<file path="config.mk">
export PLATFORM = sky130hd
export DESIGN_NAME = pmu_counters
export DESIGN_NICKNAME = d
export VERILOG_FILES = /design/src/rtl/pmu_pkg.sv /design/src/rtl/pmu_counter_cell.sv /design/src/rtl/pmu_counters.sv
export SDC_FILE = /design/constraint.sdc
export NUM_CORES = 1
export LEC_CHECK = 0
export ABC_CLOCK_PERIOD_IN_PS = 5750
export BUFFER_PORTS_ARGS = -buffer_cell sky130_fd_sc_hd__buf_2
export CAP_MARGIN = 40
export CORE_ASPECT_RATIO = 0.5
export CORE_MARGIN = 3
export CORE_UTILIZATION = 45
export DETAILED_ROUTE_END_ITERATION = 7
export PLACE_DENSITY = 0.67
export SYNTH_ARGS = -nofsm -noshare
export SYNTH_HDL_FRONTEND = slang
export SYNTH_SLANG_ARGS = --single-unit
</file>
<file path="constraint.sdc">
create_clock -name clk_i -period 5.75 [get_ports clk_i]
set_clock_uncertainty 0.1 [all_clocks]
set_input_delay 1.725 -clock clk_i [delete_from_list [all_inputs] [get_ports clk_i]]
set_output_delay 1.725 -clock clk_i [all_outputs]
set_load 0.05 [all_outputs]
</file>
<file path="src/rtl/pmu_pkg.sv">
// Shared PMU definitions: default counter geometry (also used by the quota
// stage), the counter value type and the index-width helper.
package pmu_pkg;

    // Default counter width and number of counted event lines.
    localparam int PMU_REG_WIDTH  = 32;
    localparam int PMU_N_COUNTERS = 9;

    // One counter value at the default width.
    typedef logic [PMU_REG_WIDTH-1:0] counter_t;

    // Width of an index able to address n counters. A bank of one counter
    // still gets a one-bit address so the write port never collapses to zero bits.
    function automatic int idx_width(input int n);
        return (n > 1) ? $clog2(n) : 1;
    endfunction

endpackage : pmu_pkg

</file>
<file path="src/rtl/pmu_counter_cell.sv">
// A single PMU event counter: soft reset / software load / event increment
// priority, wrap-around detection and the sticky overflow flag.
module pmu_counter_cell
    import pmu_pkg::*;
#(
    parameter int REG_WIDTH = PMU_REG_WIDTH
) (
    input  logic                 clk_i,
    input  logic                 rstn_i,
    input  logic                 softrst_i,
    input  logic                 en_i,
    input  logic                 event_i,
    input  logic                 load_i,
    input  logic [REG_WIDTH-1:0] wdata_i,
    input  logic                 ovf_clr_i,
    output logic [REG_WIDTH-1:0] count_o,
    output logic                 ovf_o
);

    logic [REG_WIDTH-1:0] count_q, count_d;
    logic                 flag_q, flag_d;
    logic [REG_WIDTH-1:0] count_inc;
    logic                 carry;
    logic                 wrap;

    // Increment with carry-out; the carry marks the all-ones -> zero wrap.
    assign {carry, count_inc} = {1'b0, count_q} + {{REG_WIDTH{1'b0}}, 1'b1};

    // Next counter value and wrap strobe by priority: soft reset, load, event.
    always_comb begin
        // NOTE: every output of a combinational block gets a default first so no path leaves it unassigned, which would infer a latch.
        count_d = count_q;
        wrap    = 1'b0;
        if (softrst_i) begin
            count_d = '0;
        end else if (load_i) begin
            // A load wins over a coincident event, and loading all-ones is
            // not an overflow: only a real increment can wrap.
            count_d = wdata_i;
        end else if (en_i && event_i) begin
            count_d = count_inc;
            wrap    = carry;
        end
    end

    // Sticky overflow flag: a new wrap beats a simultaneous clear.
    always_comb begin
        flag_d = flag_q;
        if (softrst_i) begin
            flag_d = 1'b0;
        end else if (wrap) begin
            flag_d = 1'b1;
        end else if (ovf_clr_i) begin
            flag_d = 1'b0;
        end
    end

    // Counter and flag state with asynchronous reset.
    always_ff @(posedge clk_i or negedge rstn_i) begin
        if (!rstn_i) begin
            // NOTE: sequential state uses non-blocking assignments so every flop samples pre-edge values regardless of block ordering.
            count_q <= '0;
            flag_q  <= 1'b0;
        end else begin
            count_q <= count_d;
            flag_q  <= flag_d;
        end
    end

    assign count_o = count_q;
    assign ovf_o   = flag_q;

endmodule : pmu_counter_cell

</file>
<file path="src/rtl/pmu_counters.sv">
// Bank of free-running PMU event counters with sticky overflow flags and a
// registered, maskable overflow interrupt. The top level decodes the
// software write address and reduces the masked flags into the interrupt;
// everything per-counter lives in pmu_counter_cell.
module pmu_counters
    import pmu_pkg::*;
#(
    parameter  int REG_WIDTH  = PMU_REG_WIDTH,
    parameter  int N_COUNTERS = PMU_N_COUNTERS,
    localparam int IDX_W      = idx_width(N_COUNTERS)
) (
    input  logic                  clk_i,
    input  logic                  rstn_i,
    input  logic                  softrst_i,
    input  logic                  en_i,
    input  logic [N_COUNTERS-1:0] events_i,
    input  logic                  we_i,
    input  logic [IDX_W-1:0]      waddr_i,
    input  logic [REG_WIDTH-1:0]  wdata_i,
    input  logic [N_COUNTERS-1:0] ovf_mask_i,
    input  logic [N_COUNTERS-1:0] ovf_clr_i,
    output logic [REG_WIDTH-1:0]  counter_values_o [0:N_COUNTERS-1],
    output logic [N_COUNTERS-1:0] ovf_flags_o,
    output logic                  intr_ovf_o
);

    logic [N_COUNTERS-1:0] load_vec;
    logic                  intr_q, intr_d;

    // One-hot load strobes from the write port. Addresses at or beyond
    // N_COUNTERS match no counter, so such writes vanish without effect.
    always_comb begin
        load_vec = '0;
        for (int k = 0; k < N_COUNTERS; k++) begin
            if (we_i && (waddr_i == IDX_W'(k))) begin
                load_vec[k] = 1'b1;
            end
        end
    end

    // Counter cells, one per event line.
    for (genvar g = 0; g < N_COUNTERS; g++) begin : g_cell
        pmu_counter_cell #(
            .REG_WIDTH (REG_WIDTH)
        ) u_cell (
            .clk_i     (clk_i),
            .rstn_i    (rstn_i),
            .softrst_i (softrst_i),
            .en_i      (en_i),
            .event_i   (events_i[g]),
            .load_i    (load_vec[g]),
            .wdata_i   (wdata_i),
            .ovf_clr_i (ovf_clr_i[g]),
            .count_o   (counter_values_o[g]),
            .ovf_o     (ovf_flags_o[g])
        );
    end

    // Interrupt follows the masked flags of the current cycle one edge later;
    // a soft reset clears it together with the flags.
    always_comb begin
        intr_d = |(ovf_flags_o & ovf_mask_i);
        if (softrst_i) begin
            intr_d = 1'b0;
        end
    end

    // Interrupt register.
    always_ff @(posedge clk_i or negedge rstn_i) begin
        if (!rstn_i) begin
            intr_q <= 1'b0;
        end else begin
            intr_q <= intr_d;
        end
    end

    assign intr_ovf_o = intr_q;

endmodule : pmu_counters

</file>
==> metrics.md <==
| Metric | Value |
|---|---|
| Hold Crit Class | `reg2reg` |
| Post-synth cell types | `56` |
| Place WS | `1570 ps` |
| Largest net degree at the start of global routing | `125` |
| Final Cycle Share | `62.9%` |
| Commonest non-fill, non-tap cell in the layout | `buf_2` |
| Minimum clock period | `3610 ps` |
| Sw Share | `28.7%` |
| Sink Count | `298` |
| # hold bufs at CTS | `0` |
| Max Slew Vio Count | `0` |
| Global-route wire length before repair | `97.9 mm` |
| PD cells | `249 mW/mm^2` |
| Detailed placer's ending HPWL | `43.5 mm` |
| DRT Pass-1 Iters | `5` |
| Seq/Total Area, Yosys | `42.3%` |
| Unrepaired setup endpoints after global routing | `no` |
| Mapped Cells | `2012` |
| Num rows | `50` |
| Crit path kind | `in2reg` |
| Post-CTS Repair Setup Buffers | `0` |
| Leak | `9.24 nW` |
| Skew-Pair Late Insertion Delay | `590 ps` |
| Post-DRT Antenna Nets | `0` |
| Die Area | `0.0418 sq mm` |
| Layout cells sized above 1 | `20.3%` |
| Final TNS setup | `0 ps` |
| Worst path required time | `6130 ps` |
| Prevailing post-synth register cell | `dfrtp_1` |
| Most frequent cells in the layout | `buf_2, nor2_1, dfrtp_1` |
| CTS tree | `built` |
| Placed instance area | `0.0198 sq mm` |
| Overflow left after global routing | `0` |
| F_max | `0.277 GHz` |
| Total Wirelength | `65.3 mm` |
| Slew headroom | `34.5%` |
| Number of DRC markers in iteration 0 | `1688` |
| Area delta synth->final | `18.9%` |
| CP startpoint kind | `input pin` |
| Final hold vios | `0` |
| Vias | `17000` |
| Placer congestion estimate | `0.895` |
| Final #Nets | `2361` |
| Clock Path Buffers | `3` |
| Worst vdd ir | `0.000225 V` |
| Mapped Avg Cell Area | `8.77 sq um` |
| Crit path DAT | `4000 ps` |
| Cell Int Power | `3.73 mW` |
| Final Instance Area | `0.0210 sq mm` |
| Run status | `complete, no violations` |
| Setup WS post-layout | `2140 ps` |
| Ys async rst share | `100%` |
| Setup crit end kind | `flop` |
| Vias in the first global route | `15900` |
| Vias/cell | `6.02` |
| Number of buffers created by CTS | `29` |
| Final setup viols | `0` |
| Synth warn | `0` |
| Crit-path max FO | `22` |
| Horiz. Die Dim | `286 um` |
| Post-cts repair resize count | `0` |
| Final core occ | `55.1%` |
| Switching power | `1.50 mW` |
| Clk slew on worst S/H paths | `70 ps` |
| Logic pwr share | `12.5%` |
| Core region area | `0.0380 sq mm` |
| Power, Total | `5.23 mW` |
| GRT Util Overall | `30.1%` |
| IO Port Bufs | `365` |
| Die height | `146 um` |
| Number of synthesized flops with an enable pin | `0` |
| Mapped Area | `0.0176 sq mm` |
| CTS root buf | `clkbuf_16` |
| Ports | `366` |
| Sequential Power Share | `42.8%` |
| Initial core utilization | `46.4%` |
| Max-cap violations | `0` |
| Syn nets | `2089` |
| DR WL/cell | `23.1 um` |
| Clk pwr share | `44.7%` |
| Antenna violations before repair | `3` |
| H-tree depth | `1` |
| DRC viols | `0` |
| Slew @ Worst Pin | `973 ps` |
| Synth Register Bits | `298` |
[final timing paths]
| check | from | end | slack, ps | depth (start not counted) |
|---|---|---|---|---|
| max | en_i | g_cell[4].u_cell.count_o[25] | 2140 | 7 |
| min | g_cell[5].u_cell.ovf_o | g_cell[5].u_cell.ovf_o | 470 | 2 |
| max reg2reg | g_cell[0].u_cell.count_o[13] | g_cell[0].u_cell.count_o[30] | 3180 | 5 |
| min reg2reg | g_cell[5].u_cell.ovf_o | g_cell[5].u_cell.ovf_o | 470 | 2 |
| max in group asynchronous | rstn_i | g_cell[8].u_cell.count_o[31] | 3390 | 2 |
| min in group asynchronous | rstn_i | g_cell[2].u_cell.count_o[19] | 1090 | 1 |
[worst max-delay path, stage by stage]
cell and delay [ps]:
buf_2 440, buf_4 300, nand4_1 140, nor4_1 720, nand4_1 200, xor2_1 180
a211oi_1 270
[layer usage]
metal	share of wire (%)	wire length, um	global-route usage, %
met1	41	26800	40.3
met2	46	30200	47.7
met3	7.9	5150	6.18
met4	4.9	3190	12.4
met5	0	0	0
[cell usage after synthesis (all sizes together) (10+ instances only)]
library cell	number	area (sq um)
a21oi	10	50.1
nor4	37	302
nand2	146	548
o22ai	10	62.6
nor2	327	1230
dfrtp	298	7460
nor3	44	230
and3	34	213
nand2b	16	100
a311oi	28	245
nand4	100	638
and2	16	100
a211oi	234	1760
clkbuf	98	368
and4	31	272
nand3	143	716
xor2	168	1470
buf	54	246
o21ai	23	115
xnor2	72	631
or3	21	131
inv	27	101
[flip-flops by register name (all words and copies together) (netlist names)]
| register | cells |
|---|---|
| intr_ovf_o | 1 |
| g_cell.u_cell.ovf_o | 9 |
| g_cell.u_cell.count_o | 288 |
[per-stage QoR]
step | std cells | hold WS, ps
after global placement | 2763 | 453
after floorplan | 2012 | 403
after global routing | 2828 | 492
after CTS | 2826 | 476
after detailed placement | 2772 | 463
final | 2828 | 471
[area by class of cell]
class / count / area, sq um
diodes: 1 / 2.50
clock buffers: 35 / 798
clock inverters: 19 / 353
fillers: 3557 / 17100
inverters: 27 / 101
multi-input cells: 1535 / 9500
flip-flops and latches: 298 / 7460
well taps: 520 / 651
repair buffers: 393 / 2110
[power groups by stage]
stage,clock [mW],combinational (mW),sequential [mW]
after floorplan,0,0.184,2.46
after detailed placement,0,0.648,2.27
final,2.34,0.653,2.24
after global placement,0,0.643,2.27
after global routing,2.45,0.682,2.25
after CTS,2.36,0.650,2.24
[cells by family (layout without fill, tap and decap cells)]
family,after synthesis,count (layout),share of synthesized area [%]
simple gates,947,947,26.8
xor+xnor,240,240,11.9
compound gates,329,329,13.8
buf+inv,179,474,4.06
fa+ha+maj,9,9,0.638
other cells,0,1,0
mux,10,10,0.574
flops,298,298,42.3
Power figures use the tool's default switching activity.
